`src/rtl/wb_sched_pkg.sv`:
```
// Shared constants for the write-back sequencer: source codes, state encoding
// and bus widths. Imported by the interface, the ready decoder and the top.
package wb_pkg;

  localparam int SRC_W = 3;
  localparam int DST_W = 5;

  localparam logic [SRC_W-1:0] SRC_LS      = 3'd0;
  localparam logic [SRC_W-1:0] SRC_HI      = 3'd1;
  localparam logic [SRC_W-1:0] SRC_LO      = 3'd2;
  localparam logic [SRC_W-1:0] SRC_SHIFT   = 3'd3;
  localparam logic [SRC_W-1:0] SRC_C227    = 3'd4;
  localparam logic [SRC_W-1:0] SRC_SEXT    = 3'd5;
  localparam logic [SRC_W-1:0] SRC_ALU     = 3'd6;
  localparam logic [SRC_W-1:0] SRC_ILLEGAL = 3'd7;

  localparam logic [SRC_W-1:0] SEL_RESET = SRC_ALU;

  localparam logic [1:0] ST_IDLE  = 2'd0;
  localparam logic [1:0] ST_WAIT  = 2'd1;
  localparam logic [1:0] ST_WRITE = 2'd2;

endpackage

```
`src/rtl/wb_sched_if.sv`:
```
// Bus between the main control FSM (master) and the write-back sequencer
// (slave), including the source-ready lines and the mux/register-bank outputs.
interface wb_sched_if;
  import wb_pkg::*;

  logic                 wb_req;
  logic [SRC_W-1:0]     wb_src;
  logic [DST_W-1:0]     wb_dst;
  logic                 ls_ready;
  logic                 muldiv_busy;
  logic                 shift_ready;

  logic [SRC_W-1:0]     data_src_control;
  logic                 reg_write;
  logic [DST_W-1:0]     reg_dst;
  logic                 wb_ack;
  logic                 busy;
  logic                 err_illegal;
  logic                 err_overrun;
  logic                 err_timeout;

  modport master (
    output wb_req, wb_src, wb_dst, ls_ready, muldiv_busy, shift_ready,
    input  data_src_control, reg_write, reg_dst, wb_ack, busy,
           err_illegal, err_overrun, err_timeout
  );

  modport slave (
    input  wb_req, wb_src, wb_dst, ls_ready, muldiv_busy, shift_ready,
    output data_src_control, reg_write, reg_dst, wb_ack, busy,
           err_illegal, err_overrun, err_timeout
  );

endinterface

```
`src/rtl/wb_src_ready.sv`:
```
// Combinational decode: is the data behind a given mux source valid right now?
module wb_src_ready
  import wb_pkg::*;
(
  input  logic [SRC_W-1:0] src,
  input  logic             ls_ready,
  input  logic             muldiv_busy,
  input  logic             shift_ready,
  output logic             ready
);

  always_comb begin
    ready = 1'b0;
    case (src)
      SRC_LS:                      ready = ls_ready;
      SRC_HI, SRC_LO:              ready = !muldiv_busy;
      SRC_SHIFT:                   ready = shift_ready;
      SRC_C227, SRC_SEXT, SRC_ALU: ready = 1'b1;
      default:                     ready = 1'b0;
    endcase
  end

endmodule

```
`src/rtl/wb_sched.sv`:
```
// Write-back sequencer: holds the DataSrc mux select until the source is ready,
// then issues one register write and acks. WB_TIMEOUT_EN enables WAIT abort.
module wb_sched
  import wb_pkg::*;
#(
  parameter int TIMEOUT_CYCLES = 64,
  parameter int CNT_W          = 7
) (
  input  logic      clk,
  input  logic      reset_n,
  wb_sched_if.slave bus
);

  logic [1:0]       state_q, state_d;
  logic [SRC_W-1:0] sel_q, sel_d;
  logic [DST_W-1:0] dst_q, dst_d;
  logic             reg_write_q, reg_write_d;
  logic             ack_q, ack_d;
  logic             err_ill_q, err_ill_d;
  logic             err_ovr_q, err_ovr_d;
  logic             err_to_q, err_to_d;
  logic             src_ready;

  wb_src_ready u_ready (
    .src         (sel_q),
    .ls_ready    (bus.ls_ready),
    .muldiv_busy (bus.muldiv_busy),
    .shift_ready (bus.shift_ready),
    .ready       (src_ready)
  );

`ifdef WB_TIMEOUT_EN
  logic [CNT_W-1:0] cnt_q, cnt_d;
  logic             timed_out;
  assign timed_out = (cnt_q == CNT_W'(TIMEOUT_CYCLES));
`endif

  always_comb begin
    state_d     = state_q;
    sel_d       = sel_q;
    dst_d       = dst_q;
    reg_write_d = 1'b0;
    ack_d       = 1'b0;
    err_ill_d   = 1'b0;
    err_ovr_d   = 1'b0;
    err_to_d    = 1'b0;
`ifdef WB_TIMEOUT_EN
    cnt_d       = cnt_q;
`endif
    case (state_q)
      ST_IDLE: begin
        if (bus.wb_req) begin
          if (bus.wb_src == SRC_ILLEGAL) begin
            err_ill_d = 1'b1;
          end else begin
            sel_d   = bus.wb_src;
            dst_d   = bus.wb_dst;
            state_d = ST_WAIT;
`ifdef WB_TIMEOUT_EN
            cnt_d   = '0;
`endif
          end
        end
      end
      ST_WAIT: begin
        err_ovr_d = bus.wb_req;
        if (src_ready) begin
          state_d     = ST_WRITE;
          ack_d       = 1'b1;
          reg_write_d = (dst_q != '0);
`ifdef WB_TIMEOUT_EN
        end else if (timed_out) begin
          // Abort: ack the requester but never write stale mux data.
          state_d  = ST_WRITE;
          ack_d    = 1'b1;
          err_to_d = 1'b1;
        end else if (cnt_q != '1) begin
          cnt_d = cnt_q + 1'b1;
`endif
        end
      end
      ST_WRITE: begin
        err_ovr_d = bus.wb_req;
        state_d   = ST_IDLE;
      end
      default: state_d = ST_IDLE;
    endcase
  end

  always_ff @(posedge clk or negedge reset_n) begin
    if (!reset_n) begin
      state_q     <= ST_IDLE;
      sel_q       <= SEL_RESET;
      dst_q       <= '0;
      reg_write_q <= 1'b0;
      ack_q       <= 1'b0;
      err_ill_q   <= 1'b0;
      err_ovr_q   <= 1'b0;
      err_to_q    <= 1'b0;
    end else begin
      state_q     <= state_d;
      sel_q       <= sel_d;
      dst_q       <= dst_d;
      reg_write_q <= reg_write_d;
      ack_q       <= ack_d;
      err_ill_q   <= err_ill_d;
      err_ovr_q   <= err_ovr_d;
      err_to_q    <= err_to_d;
    end
  end

`ifdef WB_TIMEOUT_EN
  always_ff @(posedge clk or negedge reset_n) begin
    if (!reset_n) cnt_q <= '0;
    else          cnt_q <= cnt_d;
  end
`endif

  assign bus.data_src_control = sel_q;
  assign bus.reg_dst          = dst_q;
  assign bus.reg_write        = reg_write_q;
  assign bus.wb_ack           = ack_q;
  assign bus.busy             = (state_q != ST_IDLE);
  assign bus.err_illegal      = err_ill_q;
  assign bus.err_overrun      = err_ovr_q;
  assign bus.err_timeout      = err_to_q;

endmodule

```
`src/flat_wrapper.sv`:
```
// flat-port wrapper written by rule: the top's interface ports become plain ports
module wb_sched_flat import wb_pkg::*;
#(
  parameter int TIMEOUT_CYCLES = 64,
  parameter int CNT_W          = 7
)
  (clk, reset_n, bus_wb_req, bus_wb_src, bus_wb_dst, bus_ls_ready, bus_muldiv_busy, bus_shift_ready, bus_data_src_control, bus_reg_write, bus_reg_dst, bus_wb_ack, bus_busy, bus_err_illegal, bus_err_overrun, bus_err_timeout);
  wb_sched_if bus_i ();
  input  logic clk;
  input  logic reset_n;
  input wire logic [$bits(bus_i.wb_req)-1:0] bus_wb_req;
  input wire logic [$bits(bus_i.wb_src)-1:0] bus_wb_src;
  input wire logic [$bits(bus_i.wb_dst)-1:0] bus_wb_dst;
  input wire logic [$bits(bus_i.ls_ready)-1:0] bus_ls_ready;
  input wire logic [$bits(bus_i.muldiv_busy)-1:0] bus_muldiv_busy;
  input wire logic [$bits(bus_i.shift_ready)-1:0] bus_shift_ready;
  output wire logic [$bits(bus_i.data_src_control)-1:0] bus_data_src_control;
  output wire logic [$bits(bus_i.reg_write)-1:0] bus_reg_write;
  output wire logic [$bits(bus_i.reg_dst)-1:0] bus_reg_dst;
  output wire logic [$bits(bus_i.wb_ack)-1:0] bus_wb_ack;
  output wire logic [$bits(bus_i.busy)-1:0] bus_busy;
  output wire logic [$bits(bus_i.err_illegal)-1:0] bus_err_illegal;
  output wire logic [$bits(bus_i.err_overrun)-1:0] bus_err_overrun;
  output wire logic [$bits(bus_i.err_timeout)-1:0] bus_err_timeout;
  assign bus_i.wb_req = bus_wb_req;
  assign bus_i.wb_src = bus_wb_src;
  assign bus_i.wb_dst = bus_wb_dst;
  assign bus_i.ls_ready = bus_ls_ready;
  assign bus_i.muldiv_busy = bus_muldiv_busy;
  assign bus_i.shift_ready = bus_shift_ready;
  assign bus_data_src_control = bus_i.data_src_control;
  assign bus_reg_write = bus_i.reg_write;
  assign bus_reg_dst = bus_i.reg_dst;
  assign bus_wb_ack = bus_i.wb_ack;
  assign bus_busy = bus_i.busy;
  assign bus_err_illegal = bus_i.err_illegal;
  assign bus_err_overrun = bus_i.err_overrun;
  assign bus_err_timeout = bus_i.err_timeout;
  wb_sched #(.TIMEOUT_CYCLES(TIMEOUT_CYCLES), .CNT_W(CNT_W)) u_core (.clk(clk), .reset_n(reset_n), .bus(bus_i));
endmodule
```
`config.mk`:
```
export PLATFORM = sky130hd
export DESIGN_NAME = wb_sched_flat
export DESIGN_NICKNAME = d
export VERILOG_FILES = /design/src/rtl/wb_sched_pkg.sv /design/src/rtl/wb_sched_if.sv /design/src/rtl/wb_src_ready.sv /design/src/rtl/wb_sched.sv /design/src/flat_wrapper.sv
export SDC_FILE = /design/constraint.sdc
export NUM_CORES = 1
export LEC_CHECK = 0
export ABC_AREA = 1
export CAP_MARGIN = 5
export CORE_MARGIN = 1
export CORE_UTILIZATION = 43
export DETAILED_ROUTE_END_ITERATION = 16
export PLACE_DENSITY = 0.82
export SYNTH_ARGS = -nofsm -noshare
export SYNTH_HDL_FRONTEND = slang
export SYNTH_SLANG_ARGS = --single-unit
```
`constraint.sdc`:
```
create_clock -name clk -period 3.5 [get_ports clk]
set_input_delay 0.7 -clock clk [delete_from_list [all_inputs] [get_ports clk]]
set_output_delay 0.7 -clock clk [all_outputs]
set_load 0.01 [all_outputs]
```
## Word-level counts from Yosys, hierarchy flattened

Cells that the tools add are included.

| storage, ports and cells | value |
|---|---|
| register bits | 14 |
| latch bits | 0 |
| bits in writable memories | 0 |
| bits in read-only memories | 0 |
| output and inout port bits | 14 |
| word-level logic and storage cells | 43 |
| memories kept | 0 |

| cells by class | value |
|---|---|
| add/sub/neg operators | 0 |
| multipliers | 0 |
| divide/modulo/power cells | 0 |
| order comparisons | 0 |
| equal/unequal tests | 12 |
| shifts and indexed selects | 0 |
| muxes and demuxes | 13 |
| bitwise logic cells | 1 |
| reductions and logical operators | 10 |

Operator list:

| cell | number |
|---|---|
| == test 3 bit, second input constant | 4 |
| 2-to-1 mux 1 bit | 8 |
| == test 3 x 2 -> 1 bit, second input constant | 2 |
| 2-to-1 mux 2 bit | 3 |
| AND reduction 3 bit | 2 |
| nonzero test 5 bit | 1 |
| != test 2 bit, second input constant | 2 |
| one-hot mux 1 bit (4 select lines) | 1 |
| one-hot mux 2 bit (2 select lines) | 1 |
| OR reduction 2 bit | 2 |
| == test 3 x 1 -> 1 bit, second input constant | 1 |
| zero test 3 bit | 1 |
| OR reduction 3 bit | 1 |
| == test 2 x 1 -> 1 bit, second input constant | 1 |
| == test 2 bit, second input constant | 1 |
| zero test 2 bit | 1 |
| != test 2 x 1 -> 1 bit, second input constant | 1 |
| nonzero test 2 bit | 1 |
| zero test 1 bit | 1 |
| NOT 1 bit | 1 |

## Longest topological paths before layout

Gate-level depths: netlist (run 1).

| logic depth | value |
|---|---|
| depth after elaboration | 5 |
| gate-level depth with buffers | 9 |
| mapped depth without buffers | 9 |

## Cells and area by module

A second synthesis (run 1) with hierarchy kept.

| unflattened totals | value |
|---|---|
| cells, all modules | 87 |
| area total of the unflattened synthesis | 767.0 um2 |

Modules (own cells, without submodules):

| module | times used | cells an instance | area each (um2) | seq. area each (um2) |
|---|---|---|---|---|
| wb_sched | 1 | 72 | 701.9 | 352.8 |
| wb_src_ready | 1 | 15 | 65.1 | 0.0 |

## Least setup slack after synthesis (run 1)

OpenSTA, ideal clock, no wires.

| path | value |
|---|---|
| path type | reg2out |
| start | register u_core.state_q[0] |
| end | output port bus_busy |
| data arrival time | 0.681 ns |
| required time | 2.800 ns |
| path slack | 2.119 ns |
| stages on the path, launching flop included | 4 |
| buffers on the path | 0 |
| cells stage by stage | dfrtp_1 -> inv_1 -> ha_1 -> inv_1 |

| on the way | value |
|---|---|
| word-level cells in the longest chain between the ends | 1 |

RTL lines:

| item | line | text |
|---|---|---|
| from (decl) | wb_sched.sv:14 | `logic [1:0] state_q, state_d;` |
| from (signal assigned) | wb_sched.sv:101 | `state_q <= state_d;` |
| nonzero test 2 bit | wb_sched.sv:123 | `assign bus.busy = (state_q != ST_IDLE);` |
| to (decl) | flat_wrapper.sv:21 | `output wire logic [$bits(bus_i.busy)-1:0] bus_busy;` |

No other way between the ends.

## Final worst setup path (run 1)

Ends and elaborated chain as after synthesis.

==> results of run 1 <==
layout by cell type, fill, tap and decap left out:
master,n
nand4_1,3
nor2_1,5
clkdlybuf4s50_1,26
nand2_1,30
conb_1,1
a21oi_1,4
ha_1,2
nor3_1,1
clkbuf_4,3
inv_1,11
nand3_1,4
dfrtp_1,12
inv_2,1
nand2_2,3
dfstp_2,2
clkbuf_1,1
worst min path at each step:
stage / startpoint / endpoint / cells after the start
floorplan: reset_n / u_core.bus.data_src_control[0] / 0
global placement: u_core.state_q[1] / u_core.state_q[1] / 2
detailed placement: u_core.state_q[1] / u_core.state_q[1] / 2
CTS: u_core.state_q[1] / u_core.state_q[1] / 2
global route: u_core.state_q[1] / u_core.state_q[1] / 2
finish: u_core.state_q[1] / u_core.state_q[1] / 2
sequential cells by signal, indices dropped and copies added (netlist names):
name,count
u_core.bus.reg_write,1
u_core.state_q,2
u_core.bus.err_illegal,1
u_core.bus.data_src_control,3
u_core.bus.err_overrun,1
u_core.bus.wb_ack,1
u_core.bus.reg_dst,5
power by group through the flow:
stage / clock, uW / sequential, uW / combinational [uW]
finish: 90.5 / 293 / 386
global placement: 0 / 294 / 386
CTS: 95.8 / 294 / 391
detailed placement: 0 / 296 / 389
floorplan: 0 / 321 / 168
global route: 103 / 305 / 430
area by class of cell:
class,instances,area (um^2)
Fill cell,113,404
Sequential cell,14,353
Timing Repair Buffer,26,260
Multi-Input combinational cell,53,243
Inverter,12,45.0
Clock buffer,4,26.3
Tap cell,15,18.8
stage by stage:
| step | cell area (um^2) | instances |
|---|---|---|
| 2_1_floorplan | 648 | 80 |
| 4_1_cts | 946 | 124 |
| 6_report | 946 | 124 |
| 3_5_place_dp | 920 | 120 |
| 5_1_grt | 946 | 124 |
| 3_3_place_gp | 920 | 120 |
critical path, stage by stage, from the launching register on:
cell and delay (ps):
dfrtp_1 380, inv_1 50, ha_1 220, inv_1 60
clkdlybuf4s50_1 520
layer usage:
layer,track usage (%),vias to the layer above
met3,3.80,2
li1,-,300
met2,33.2,21
met4,10.0,0
met5,0,-
met1,20.1,270
logic make-up (layout without fill, tap and decap cells):
family	Yosys count	after routing	share of synthesized area (%)
flops	14	14	54.4
other cells	1	1	0.579
buf+inv	13	42	8.11
fa+ha+maj	2	2	3.86
simple gates	46	46	29.9
compound gates	4	4	3.09
==> reports/qor.txt, run 1 <==
ys async rst share: 100%
Post-CTS Setup Inserts: 0
Clk pwr share: 11.8%
largest net degree at the start of global routing: 15
Seq/Total Area, Yosys: 54.4%
Mapped Area: 648 um^2
most common library cells after synthesis: nand2_1, dfrtp_1, inv_1
Iteration-0 DRC Markers: 6
H-tree levels: 1
top post-synthesis cells by area: dfrtp_1, nand2_1, dfstp_2
reg-to-reg startpoint: u_core.state_q[0]
Placeable Area: 1350 um^2
Die Area: 1670 um^2
Crit Path Class: flop to output pin
CP Launch Type: flop
P_int: 483 uW
Die Wd: 40.8 um
clock tree buffer depth: 2
switching share of power: 37.3%
CP endpoint: bus_busy
met2 WL: 687 um
outcome: completed
max_cap viols: 0
layout cells sized above 1: 8.26%
routability cong.: 0.707
DRT Pass-1 Iters: 4
Final min period: 2190 ps
cts hold-fix bufs: 0
antenna cells: 0
Cells after Synth: 80
wl on met1: 575 um
PwrDens: 814 nW/um^2
flop2flop setup slack: 2130 ps
CP max FO: 3
CP endpoint kind: output pin
Tot GR Track Use: 18.6%
DP HPWL: 1090 um
reg-to-reg endpoint: u_core.bus.reg_dst[1]
HP Class: flop to flop
Highest Clock Rate: 456 MHz
Resize count post-CTS: 0
Final nets: 126
dominant cell by count in the synthesized netlist: nand2_1
initial antenna violation count: 0
CTS Sinks: 14
# DRC: 0
Flop pwr share: 38.1%
Rel. slew slack: 58.3%
remaining antenna violation count after routing: 0
synth warn: 0
Worst Skew: 9.58 ps
I/O Pins: 28
Area Growth Syn to Fin: 45.9%
CP arrival: 1490 ps
Place WS: 1590 ps
grt total ovfl: 0
Req. time, crit path: 2800 ps
Post-synth EDFFs: 0
worst hold slack: 484 ps
#FFs+latches synth: 14
Leak Pwr: 0.000500 uW
Max Slew Vio Count: 0
setup TNS: 0 ps
Final period util: 62.7%
vias in the first global route: 503
RSZ-0062 raised after global routing: no
VDD IR max: 389 uV
dominant synthesized flop cell: dfrtp_1
Routed WL per cell: 10.8 um
crit path from: u_core.state_q[0]
distinct cell type count after synthesis: 14
combinational share of power: 50.1%
clk_lat worst skew: 270 ps
Hold Fails Final Rpt: 0
Via density: 4.78
initial core utilization: 48.0%
CTS tree: yes
top routing layer in use: met4
Slew @ Worst Pin: 624 ps
FF-to-FF path depth: 8
Root Buffer Master: clkbuf_4
Synth Area per Inst: 8.10 um^2
wire length of the first global-routing pass: 1970 um
# setup viols final: 0
# rows: 13
met3 routed WL: 62 um
Die Y: 40.8 um
top cell type by total area after synthesis: dfrtp_1
PortBufs: 26
DR vias: 593
Clock Pin Slew Worst Setup and Hold Paths: 80 ps
worst setup margin: 1310 ps
CTS buffer count: 3
share of the synthesized area in the top cell type: 46.3%
Switching Power: 287 uW
overall power: 770 uW
Final Core Density: 70.1%
DRT Wirelength: 1340 um
Synth Net Count: 96
Power figures use the tool's default switching activity.
==> run 2, diff against run 1 <==
--- a/config.mk
+++ b/config.mk
@@ -8,9 +8,9 @@
 export ABC_AREA = 1
 export CAP_MARGIN = 5
 export CORE_MARGIN = 1
-export CORE_UTILIZATION = 43
+export CORE_UTILIZATION = 40
 export DETAILED_ROUTE_END_ITERATION = 16
-export PLACE_DENSITY = 0.82
+export PLACE_DENSITY = 0.77
 export SYNTH_ARGS = -nofsm -noshare
 export SYNTH_HDL_FRONTEND = slang
 export SYNTH_SLANG_ARGS = --single-unit
==> constraint.sdc (replaced) <==
create_clock -name clk -period 2.2 [get_ports clk]
set_input_delay 0.44 -clock clk [delete_from_list [all_inputs] [get_ports clk]]
set_output_delay 0.44 -clock clk [all_outputs]
set_load 0.01 [all_outputs]
==> run 2 against run 1 <==
Compared with the run above:
- sequential share of layout area about the same
- combinational power up 58%
- routed wire length up 0.90%
- largest cell class unchanged
- register-to-register slack worse by 1300 ps
- non-clock buffer count unchanged
- final area up 0.13%
- largest power group unchanged
- first-iteration DRC count up 100%
- global-route usage down 1.3 points
==> reports/qor.txt, run 2 (same netlist as run 1, synthesis figures left out) <==
CTS tree: yes (unchanged)
clock tree buffer depth: 2 (unchanged)
Leak Pwr: 0.000500 uW (unchanged)
CTS buffer count: 3 (unchanged)
vias in the first global route: 582 (was 503)
VDD IR max: 776 uV (was 389 uV)
Max Slew Vio Count: 0 (unchanged)
Area Growth Syn to Fin: 46.1% (was 45.9%)
Die Area: 1790 um^2 (was 1670 um^2)
PwrDens: 1300 nW/um^2 (was 814 nW/um^2)
# DRC: 0 (unchanged)
Tot GR Track Use: 17.3% (was 18.6%)
grt total ovfl: 0 (unchanged)
# setup viols final: 0 (unchanged)
CP Launch Type: flop (unchanged)
H-tree levels: 1 (unchanged)
most common cell after layout, fill and taps aside: nand2_1 (unchanged)
wire length of the first global-routing pass: 2300 um (was 1970 um)
Placeable Area: 1510 um^2 (was 1350 um^2)
Resize count post-CTS: 0 (unchanged)
Iteration-0 DRC Markers: 12 (was 6)
commonest cells after routing, fill and taps aside: nand2_1, clkdlybuf4s50_1, dfrtp_1 (unchanged)
FF-to-FF path depth: 8 (unchanged)
CP endpoint kind: output pin (unchanged)
Slew @ Worst Pin: 593 ps (was 624 ps)
setup TNS: 0 ps (unchanged)
clk_lat worst skew: 270 ps (about the same)
Root Buffer Master: clkbuf_4 (unchanged)
Req. time, crit path: 1760 ps (was 2800 ps)
max reg flops: 5 (unchanged)
max_cap viols: 0 (unchanged)
Hold Fails Final Rpt: 0 (unchanged)
Highest Clock Rate: 512 MHz
I/O Pins: 28 (unchanged)
DR vias: 590 (was 593)
HP Class: flop to flop (unchanged)
cts hold-fix bufs: 0 (unchanged)
Clock Pin Slew Worst Setup and Hold Paths: 80 ps (about the same)
initial core utilization: 43.0% (was 48.0%)
Worst Skew: 6.29 ps (was 9.58 ps)
PortBufs: 26 (unchanged)
CP max FO: 3 (unchanged)
Die Y: 42.3 um (was 40.8 um)
DRT Wirelength: 1350 um (was 1340 um)
Die Wd: 42.3 um (was 40.8 um)
routability cong.: 0.803 (was 0.707)
remaining antenna violation count after routing: 0 (unchanged)
antenna cells: 0 (unchanged)
Post-CTS Setup Inserts: 0 (unchanged)
Final Core Density: 62.9% (was 70.1%)
DRT Pass-1 Iters: 3 (was 4)
outcome: completed (unchanged)
initial antenna violation count: 0 (unchanged)
DP HPWL: 1060 um (was 1090 um)
layout cells sized above 1: 8.26% (unchanged)
Worst Hold Depth: 2 (unchanged)
largest net degree at the start of global routing: 15 (unchanged)
Final nets: 126 (unchanged)
Crit Path Class: flop to output pin (unchanged)
area post-placement: 921 um^2 (was 920 um^2)
flop2flop setup slack: 840 ps (was 2130 ps)
final instance area: 947 um^2 (was 946 um^2)
Routed WL per cell: 10.8 um (about the same)
CTS Sinks: 14 (unchanged)
# rows: 14 (was 13)
RSZ-0062 raised after global routing: no (unchanged)
Via density: 4.72 (was 4.78)
CP arrival: 1510 ps (was 1490 ps)
Rel. slew slack: 60.3% (was 58.3%)
Final min period: 1950 ps
Final period util: 88.7%
-- run 2: stage by stage --
stage	std cells	setup WS (ps)	power [uW]	hold WS, ps
4_1_cts	125	230	1240	490
2_1_floorplan	80	977	778	144
3_3_place_gp	121	566	1080	462
3_5_place_dp	121	538	1090	470
6_report	125	248	1230	495
5_1_grt	125	175	1330	514
-- run 2: worst paths after layout --
check | start | end
hold reg to reg | u_core.state_q[1] | u_core.state_q[1]
min in group asynchronous | reset_n | u_core.bus.reg_dst[0]
max in group asynchronous | reset_n | u_core.bus.reg_dst[2]
setup reg to reg | u_core.state_q[0] | u_core.bus.reg_dst[4]
hold / removal | u_core.state_q[1] | u_core.state_q[1]
setup / recovery | u_core.state_q[0] | bus_busy
-- run 2: report_power, final --
part           internal (uW)  total, uW  switching, uW  leakage, uW
combinational            313        611            298     0.000311
sequential               384        470           85.8     0.000174
clock                   70.1        148           77.7    0.0000150
-- run 2: critical path: stages, from the launching register on --
cell,delay (ps)
dfrtp_1,380
inv_1,50
ha_1,230
inv_1,60
clkdlybuf4s50_1,520
-- run 2: final cells by class --
| cell class | instances | area (um^2) |
|---|---|---|
| fillers | 139 | 559 |
| flip-flops and latches | 14 | 353 |
| repair buffers | 26 | 260 |
| multi-input cells | 53 | 243 |
| inverters | 12 | 45.0 |
| clock buffers | 4 | 26.3 |
| well taps | 16 | 20.0 |
-- run 2: routing by layer --
| layer | vias to the layer above | share of wire, % | wire length, um | global-route usage (%) |
|---|---|---|---|---|
| li1 | 301 | - | - | - |
| met1 | 266 | 44 | 586 | 20.4 |
| met2 | 21 | 50 | 671 | 29.8 |
| met3 | 2 | 5.9 | 80 | 3.02 |
| met4 | 0 | 0.67 | 9 | 8.75 |
| met5 | - | 0 | 0 | 0 |
